**src/rtl/cdc_2phase_src_arbiter.sv**
```systemverilog
// cdc_2phase_src_arbiter
//   Round-robin arbiter sharing one two-phase CDC source half between
//   NUM_REQ requesters. One item at a time is latched into a single-entry
//   holding register and presented, tagged with its requester index, on the
//   CDC valid/ready port. The block also sequences the CDC clear and runs a
//   watchdog that force-clears the channel when the far side stalls.
//
// Ports:
//   clk_i, rst_ni   clock, synchronous active-low reset
//   req_valid_i     per-requester valid
//   req_data_i      per-requester payload, requester k at [k*DATA_WIDTH +: DATA_WIDTH]
//   req_ready_o     per-requester accept (one-hot or zero)
//   clear_i         clear request from the local clear controller
//   cdc_valid_o     CDC source valid (never high together with clear)
//   cdc_data_o      held payload
//   cdc_idx_o       index of the requester owning cdc_data_o
//   cdc_ready_i     CDC source ready
//   cdc_clear_o     CDC source clear
//   busy_o          arbiter not idle
//   drop_o          pulse when a held item is discarded (clear or timeout)
//   timeout_o       pulse when the watchdog fires
module cdc_2phase_src_arbiter #(
  parameter int unsigned NUM_REQ      = 4,
  parameter int unsigned DATA_WIDTH   = 1,
  parameter int unsigned IDX_WIDTH    = $clog2(NUM_REQ),
  parameter int unsigned TIMEOUT      = 64,
  parameter int unsigned CLEAR_CYCLES = 2
) (
  input  logic                          clk_i,
  input  logic                          rst_ni,
  input  logic [NUM_REQ-1:0]            req_valid_i,
  input  logic [NUM_REQ*DATA_WIDTH-1:0] req_data_i,
  output logic [NUM_REQ-1:0]            req_ready_o,
  input  logic                          clear_i,
  output logic                          cdc_valid_o,
  output logic [DATA_WIDTH-1:0]         cdc_data_o,
  output logic [IDX_WIDTH-1:0]          cdc_idx_o,
  input  logic                          cdc_ready_i,
  output logic                          cdc_clear_o,
  output logic                          busy_o,
  output logic                          drop_o,
  output logic                          timeout_o
);

  // Counter widths sized to reach TIMEOUT-1 / CLEAR_CYCLES-1; never zero width.
  localparam int unsigned WD_W    = (TIMEOUT > 1) ? $clog2(TIMEOUT) : 1;
  localparam int unsigned WD_LAST = (TIMEOUT > 0) ? TIMEOUT - 1 : 0;
  localparam bit          WD_EN   = (TIMEOUT > 0);
  localparam int unsigned CL_W    = (CLEAR_CYCLES > 1) ? $clog2(CLEAR_CYCLES) : 1;
  localparam int unsigned CL_LAST = (CLEAR_CYCLES > 0) ? CLEAR_CYCLES - 1 : 0;
  localparam logic [IDX_WIDTH-1:0] IDX_MAX = IDX_WIDTH'(NUM_REQ - 1);

  typedef enum logic [1:0] {
    ST_IDLE  = 2'd0,
    ST_GRANT = 2'd1,
    ST_CLEAR = 2'd2
  } state_e;

  state_e                 state_r, state_nxt_s;
  logic                   live_r;
  logic [IDX_WIDTH-1:0]   ptr_r;
  logic [IDX_WIDTH-1:0]   hold_idx_r;
  logic [DATA_WIDTH-1:0]  hold_data_r;
  logic [WD_W-1:0]        wd_cnt_r;
  logic [CL_W-1:0]        clr_cnt_r;

  logic                   win_found_s;
  logic [IDX_WIDTH-1:0]   win_idx_s;
  logic                   accept_s;
  logic                   handshake_s;
  logic                   wd_fire_s;
  logic                   drop_s;
  logic                   clr_done_s;
  logic [IDX_WIDTH-1:0]   ptr_adv_s;

  function automatic logic [IDX_WIDTH-1:0] rr_wrap(input int unsigned v);
    return IDX_WIDTH'(v % NUM_REQ);
  endfunction

  // Round-robin search: first valid requester at or above the pointer, wrapping.
  always_comb begin
    win_found_s = 1'b0;
    win_idx_s   = '0;
    for (int unsigned i = 0; i < NUM_REQ; i++) begin
      if (!win_found_s && req_valid_i[rr_wrap(32'(ptr_r) + i)]) begin
        win_found_s = 1'b1;
        win_idx_s   = rr_wrap(32'(ptr_r) + i);
      end else begin
        win_found_s = win_found_s;
      end
    end
  end

  // Event decode. live_r holds off grants in the first cycle after reset;
  // the clear counter saturates, so equality marks "minimum time served".
  always_comb begin
    accept_s    = (state_r == ST_IDLE) && live_r && !clear_i && win_found_s;
    handshake_s = (state_r == ST_GRANT) && !clear_i && cdc_ready_i;
    wd_fire_s   = WD_EN && (state_r == ST_GRANT) && !clear_i && !cdc_ready_i &&
                  (wd_cnt_r == WD_W'(WD_LAST));
    drop_s      = (state_r == ST_GRANT) && (clear_i || wd_fire_s);
    clr_done_s  = (clr_cnt_r == CL_W'(CL_LAST));
    ptr_adv_s   = (hold_idx_r == IDX_MAX) ? '0 : hold_idx_r + IDX_WIDTH'(1);
  end

  // Next-state logic; priority in GRANT is clear, handshake, timeout.
  always_comb begin
    state_nxt_s = state_r;
    case (state_r)
      ST_IDLE: begin
        if (!live_r) begin
          state_nxt_s = ST_IDLE;
        end else if (clear_i) begin
          state_nxt_s = ST_CLEAR;
        end else if (win_found_s) begin
          state_nxt_s = ST_GRANT;
        end else begin
          state_nxt_s = ST_IDLE;
        end
      end
      ST_GRANT: begin
        if (clear_i) begin
          state_nxt_s = ST_CLEAR;
        end else if (cdc_ready_i) begin
          state_nxt_s = ST_IDLE;
        end else if (wd_fire_s) begin
          state_nxt_s = ST_CLEAR;
        end else begin
          state_nxt_s = ST_GRANT;
        end
      end
      ST_CLEAR: begin
        if (clr_done_s && !clear_i) begin
          state_nxt_s = ST_IDLE;
        end else begin
          state_nxt_s = ST_CLEAR;
        end
      end
      default: state_nxt_s = ST_IDLE;
    endcase
  end

  // State, pointer, holding register and counters.
  always_ff @(posedge clk_i) begin
    if (!rst_ni) begin
      state_r     <= ST_IDLE;
      live_r      <= 1'b0;
      ptr_r       <= '0;
      hold_idx_r  <= '0;
      hold_data_r <= '0;
      wd_cnt_r    <= '0;
      clr_cnt_r   <= '0;
    end else begin
      state_r <= state_nxt_s;
      live_r  <= 1'b1;
      if (accept_s) begin
        hold_idx_r  <= win_idx_s;
        hold_data_r <= req_data_i[win_idx_s*DATA_WIDTH +: DATA_WIDTH];
        wd_cnt_r    <= '0;
      end else if (state_r == ST_GRANT) begin
        wd_cnt_r <= wd_cnt_r + WD_W'(1);
      end
      // Completed and dropped items both hand priority to the next requester.
      if (handshake_s || drop_s) begin
        ptr_r <= ptr_adv_s;
      end
      if (state_r != ST_CLEAR) begin
        clr_cnt_r <= '0;
      end else if (!clr_done_s) begin
        clr_cnt_r <= clr_cnt_r + CL_W'(1);
      end
    end
  end

  // Outputs; everything is forced low while reset is asserted.
  always_comb begin
    req_ready_o = '0;
    cdc_valid_o = 1'b0;
    cdc_clear_o = 1'b0;
    busy_o      = 1'b0;
    drop_o      = 1'b0;
    timeout_o   = 1'b0;
    cdc_data_o  = '0;
    cdc_idx_o   = '0;
    if (rst_ni) begin
      cdc_data_o = hold_data_r;
      cdc_idx_o  = hold_idx_r;
      busy_o     = (state_r != ST_IDLE);
      case (state_r)
        ST_IDLE:  req_ready_o[win_idx_s] = accept_s;
        ST_GRANT: begin
          cdc_valid_o = !clear_i;
          drop_o      = drop_s;
          timeout_o   = wd_fire_s;
        end
        ST_CLEAR: cdc_clear_o = 1'b1;
        default:  cdc_clear_o = 1'b0;
      endcase
    end else begin
      busy_o = 1'b0;
    end
  end

endmodule
```
**config.mk**
```make
export PLATFORM = sky130hd
export DESIGN_NAME = cdc_2phase_src_arbiter
export DESIGN_NICKNAME = d
export VERILOG_FILES = /design/src/rtl/cdc_2phase_src_arbiter.sv
export SDC_FILE = /design/constraint.sdc
export NUM_CORES = 1
export LEC_CHECK = 0
export BUFFER_PORTS_ARGS = -buffer_cell sky130_fd_sc_hd__buf_2
export CAP_MARGIN = 20
export CORE_AREA = 2 2 52 54
export CTS_BUF_LIST = sky130_fd_sc_hd__clkbuf_4 sky130_fd_sc_hd__clkbuf_8 sky130_fd_sc_hd__clkbuf_16
export DETAILED_ROUTE_END_ITERATION = 10
export DIE_AREA = 0 0 54 56
export GPL_ROUTABILITY_DRIVEN = 0
export MAX_ROUTING_LAYER = met4
export PLACE_DENSITY = 0.6
export SLEW_MARGIN = 0
export SYNTH_ARGS = -nofsm -noshare
export SYNTH_HDL_FRONTEND = slang
export SYNTH_SLANG_ARGS = --single-unit
```
**constraint.sdc**
```tcl
create_clock -name clk_i -period 4 [get_ports clk_i]
set_input_delay 0.2 -clock clk_i [delete_from_list [all_inputs] [get_ports clk_i]]
set_output_delay 0.2 -clock clk_i [all_outputs]
set_load 0.1 [all_outputs]
```
---- Word level (Yosys, flattened, before mapping) ----
Index checks and enable logic that the tools add are counted.
operators by class
  $lt $le $gt $ge ......................... 6
  add/sub/neg operators ................... 6
  shift operators ......................... 1
  $mul .................................... 0
  equality and inequality tests ........... 5
  reductions and logical operators ........ 24
  div/mod/pow operators ................... 0
  mux-type cells .......................... 42
  bitwise gates (word level) .............. 2
operator list
  operator               number
  $mux W2                12
  $mux W1                22
  $lt A2 B3 Y1 const B   5
  $logic_and A1 B1 Y1    13
  $bmux W1 S2            4
  $mux W4                2
  $add A6 B1 Y6 const B  1
  $eq A6 B6 Y1 const B   1
  $pmux W2 S3            1
  $logic_not A1 Y1       5
  $add A2 B1 Y2 const B  2
  $add A2 B2 Y2 const B  2
  $and A4 B4 Y4          1
  $eq A2 B2 Y1 const B   2
  $reduce_or A2 Y1       2
  $shiftx A4 B3 Y1       1
  $demux W1 S2           1
  $eq A2 B1 Y1 const B   1
  $ge A2 B1 Y1 const B   1
  $logic_not A2 Y1       1
  $logic_or A1 B1 Y1     2
  $ne A2 B2 Y1 const B   1
  $reduce_bool A2 Y1     1
  $add A1 B1 Y1 const B  1
  $not A1 Y1             1
word-level totals
  ROM bits ................................ 0
  memory bits (writable) .................. 0
  bits of input ports ..................... 12
  word-level logic and storage cells ...... 93
  latch bits .............................. 0
  output and inout port bits .............. 12
  memories ................................ 0
  register bits after elaboration ......... 15

---- Logic depth before layout (Yosys ltp) ----
  word-level depth ........................ 19
  mapped depth ............................ 6
  gate-level depth less buffers ........... 6

---- Worst setup path before layout ----
OpenSTA, ideal clock, no wires.
  path kind ............................... register to output
  start ................................... register state_r[0]
  end ..................................... output timeout_o
  required time ........................... 3800 ps
  stages on the path, launching flop included .. 6
  arrival time ............................ 2949 ps
  buffers on the path ..................... 1
  slack ................................... 851 ps
  path through ............................ dfxtp_1 -> nor2b_1 -> buf_4 -> nand2_1 -> nor2_1 -> and2_1
between the ends
  cells in the longest elaborated chain, start to end .. 6
RTL lines
  what                              line     text
  start, declared                   59       state_e state_r, state_nxt_s;
  start signal, assigned            154      state_r <= state_nxt_s;
  $eq A2 B1 Y1 (*)                  99, 189
  $logic_and A1 B1 Y1 (3 in a row)  99       wd_fire_s = WD_EN && (state_r == ST_GRANT) && !clear_i && !cdc_ready_i &&
  $mux W1 (*)                       189      case (state_r)
  $mux W1 (*)                       185      if (rst_ni) begin
  end, declared                     42       output logic timeout_o
Mark *: on every way between the ends. The rest lies on a longest branch, timed or not.

---- Worst setup path in the final report ----
  start ................................... register ptr_r[1]
  end ..................................... output req_ready_o[3]
between the ends
  cells in the longest elaborated chain, start to end .. 19
  elaborated cells on any way between the ends .. 34
  classes of those cells .................. 3 x add/sub; 2 x order compare; 20 x mux; 1 x bitwise; 8 x reduce/logical
RTL lines
  what                                                                   line  text
  start, declared                                                        61    logic [IDX_WIDTH-1:0] ptr_r;
  start signal, assigned                                                 165   ptr_r <= ptr_adv_s;
  parallel branches: the longest is 16 deep, another holds $lt A2 B3 Y1  -
  $and A4 B4 Y4 (no source line) (*)                                     -
  $mux W4 (*)                                                            189
  $mux W4 (*)                                                            185
  end, declared                                                          33    output logic [NUM_REQ-1:0] req_ready_o,
Every way passes the cells marked *. The select of a mux whose other input is x is not followed.

==> impl_metrics.tcl <==
set metrics [dict create \
    synth_cell_type_count 31 \
    yosys-top-cells-area "dfxtp_1 36%, nor2_1 10%, a21oi_1 4.8%, mux2i_1 3.6%, nand2_1 3.6%" \
    status "completed" \
    cts_root_buf "clkbuf_4" \
    setup_violations 0 \
    min_path_type "in2reg" \
    hold_viol 0 \
    rsz0062_at_grt "no" \
    pre_cts_ws_ns 1.98 \
    worst-setup-path-type "reg2out" \
    max_slew_margin_pct 63.2 \
    synth-main-ff-cell "dfxtp_1" \
    portBuffers 23 \
    drc 0 \
    synth_cells 105 \
    tightest_slew_ns 0.551 \
    rows 18 \
    ioPinCount 24 \
    r2r-end "ptr_r[0]" \
    gr-total-overflow 0 \
    p_leak_nw 0.425 \
    drtAntennaViolNets 0 \
    fillers 255 \
    synth_area_um2 833 \
    fin_ws_ns 1.65 \
    syn-num-nets 119 \
    r2r_slack_ns 2.26 \
    drv_slew 0 \
    firstDrtPassIters 4 \
    hold_depth 1 \
    dp_cells 156 \
    hold_slack_ns 0.104 \
    antenna_found_initial 0 \
    finalPower_uw 315 \
    detailed_place_hpwl_mm 1.46 \
    drt_iter0_markers 30 \
    synth_seq_area_share_pct 36.0 \
    critPathMaxFanout 7 \
    hold_buffers 0 \
    die_h_um 56 \
    grt_pass1_wl_mm 3.11 \
    cts.path.max_buffers 2 \
    hold_start "rst_ni" \
    cap_violations 0 \
    final_cells 160 \
    synth_most_common_cell "nor2_1" \
    die_x_um 54 \
    period_needed_ns 2.35 \
    holdPathEnd "live_r" \
    syn_to_final_growth_pct 20.1 \
    num_antenna_cells 0 \
    critPathLaunchType "register" \
    ys_warn_count 0 \
    syn_avg_cell_area_um2 7.94 \
    nets 145 \
    powerDensity_mw_per_mm2 315 \
    start_util_pct 34.3 \
    yosys_register_bits 15 \
    totalWireLength_mm 1.82 \
    synth_top_area_share_pct 36.0 \
    synthArstFlopShare_pct 0 \
    vdd_drop_max_mv 0.139 \
    clkTransAtPathRegs_ns 0.09 \
    numCtsBuffers 3 \
    finalCritPeriodShare_pct 58.8 \
    worstRegToRegCells 4 \
    vias_per_cell 5.11 \
    cts-resized-gates 0 \
    synth_enable_flop_cells 0 \
    wl_per_cell_um 11.4 \
    post_cts_buffers 0 \
    reg2reg_from "state_r[0]" \
    num_vias 818 \
    crit_arrival_ns 2.15 \
    cts.sinks 15 \
    synth_top_area_cell "dfxtp_1" \
    cts_tree "built" \
    end_kind "primary output" \
    track_usage_pct 13.7 \
    skew_ns 0.00497 \
    cp.required_ns 3.80 \
    grt_max_degree 10 \
    drive_gt1_share_pct 23.8 \
    fin_tns_setup_ns 0 \
    clock_latency_ns 0.28 \
    core_area_mm2 0.00243 \
    die_area_mm2 0.00302 \
    synth.top_cells.by_count "23 x nor2_1, 15 x dfxtp_1, 8 x a21oi_1, 8 x nand2_1" \
    first_global_vias 744 \
    htreeDepth 1 \
    clock.fmax_mhz 425 \
]
==> where the power goes <==
part	internal, mW	switching, mW
clock network	0.0370	0.0509
logic	0.0192	0.0484
registers	0.154	0.00504
total	0.211	0.104
==> state kept, by name, summed over array words and instances, names as in the netlist <==
signal / cells
clr_cnt_r: 1
hold_data_r: 1
hold_idx_r: 2
live_r: 1
ptr_r: 2
state_r: 2
wd_cnt_r: 6
==> cell families (layout without fill, tap and decap cells) <==
| family | Yosys count | in the layout | share of synthesized area [%] |
|---|---|---|---|
| simple gates | 50 | 50 | 30.8 |
| compound gates | 24 | 24 | 18.6 |
| flops | 15 | 15 | 36.0 |
| buf+inv | 7 | 32 | 3.75 |
| xor+xnor | 4 | 4 | 4.20 |
| mux | 3 | 3 | 3.60 |
| fa+ha+maj | 2 | 2 | 3.00 |
==> metrics by stage <==
stage	util [%]	area, um^2
finish	41.2	1000
global route	41.2	1000
CTS	41.2	1000
global placement	40.0	973
detailed placement	40.0	973
floorplan	-	833
==> placed cells by master (no fill, tap or decap), types with 2 or more instances in the layout <==
master | synthesis | final
o22ai_1 | 3 | 3
xor2_1 | 3 | 3
nor2_1 | 23 | 23
and2_1 | 2 | 2
clkbuf_4 | 0 | 3
buf_2 | 0 | 23
ha_1 | 2 | 2
nand4_1 | 2 | 2
nor3b_1 | 2 | 2
or3_1 | 4 | 4
mux2i_1 | 3 | 3
nand2_1 | 8 | 8
inv_1 | 5 | 5
nand3_1 | 2 | 2
o21ai_0 | 5 | 5
a21oi_1 | 8 | 8
dfxtp_1 | 15 | 15
a211oi_1 | 2 | 2
nand2b_1 | 2 | 2
==> routing by layer <==
layer / up-vias / part of all wire [%] / GRT usage [%]
li1: 421 / - / -
met1: 381 / 49 / 18.2
met5: - / 0 / -
met2: 14 / 45 / 20.9
met4: 0 / 1.2 / 4.29
met3: 2 / 4.5 / 2.42
==> worst max-delay path by stage <==
stage               start              to  slack (ns)
6_report         ptr_r[1]  req_ready_o[3]        1.65
5_1_grt          ptr_r[1]  req_ready_o[3]        1.50
4_1_cts          ptr_r[1]  req_ready_o[3]        1.65
3_5_place_dp     ptr_r[1]  req_ready_o[3]        1.98
3_3_place_gp     ptr_r[1]  req_ready_o[3]        1.98
2_1_floorplan  state_r[0]       timeout_o        0.85
==> area by class of cell <==
type / instances / area, um^2 / share of cell area, %
multi-input combinational: 83 / 502 / 50.1
clock inverter: 1 / 5.00 / 0.500
sequential: 15 / 300 / 30.0
timing repair buffer: 23 / 115 / 11.5
inverter: 5 / 18.8 / 1.88
tap: 30 / 37.5 / 3.75
clock buffer: 3 / 22.5 / 2.25
==> worst max-delay path, stage by stage, from the launching register on <==
cell and delay, ns:
dfxtp_1 0.46, mux2i_1 0.27, o22ai_1 0.16, or3_1 0.45
nor2_1 0.10, buf_2 0.43
No activity file was read; power rests on OpenSTA's default activity.
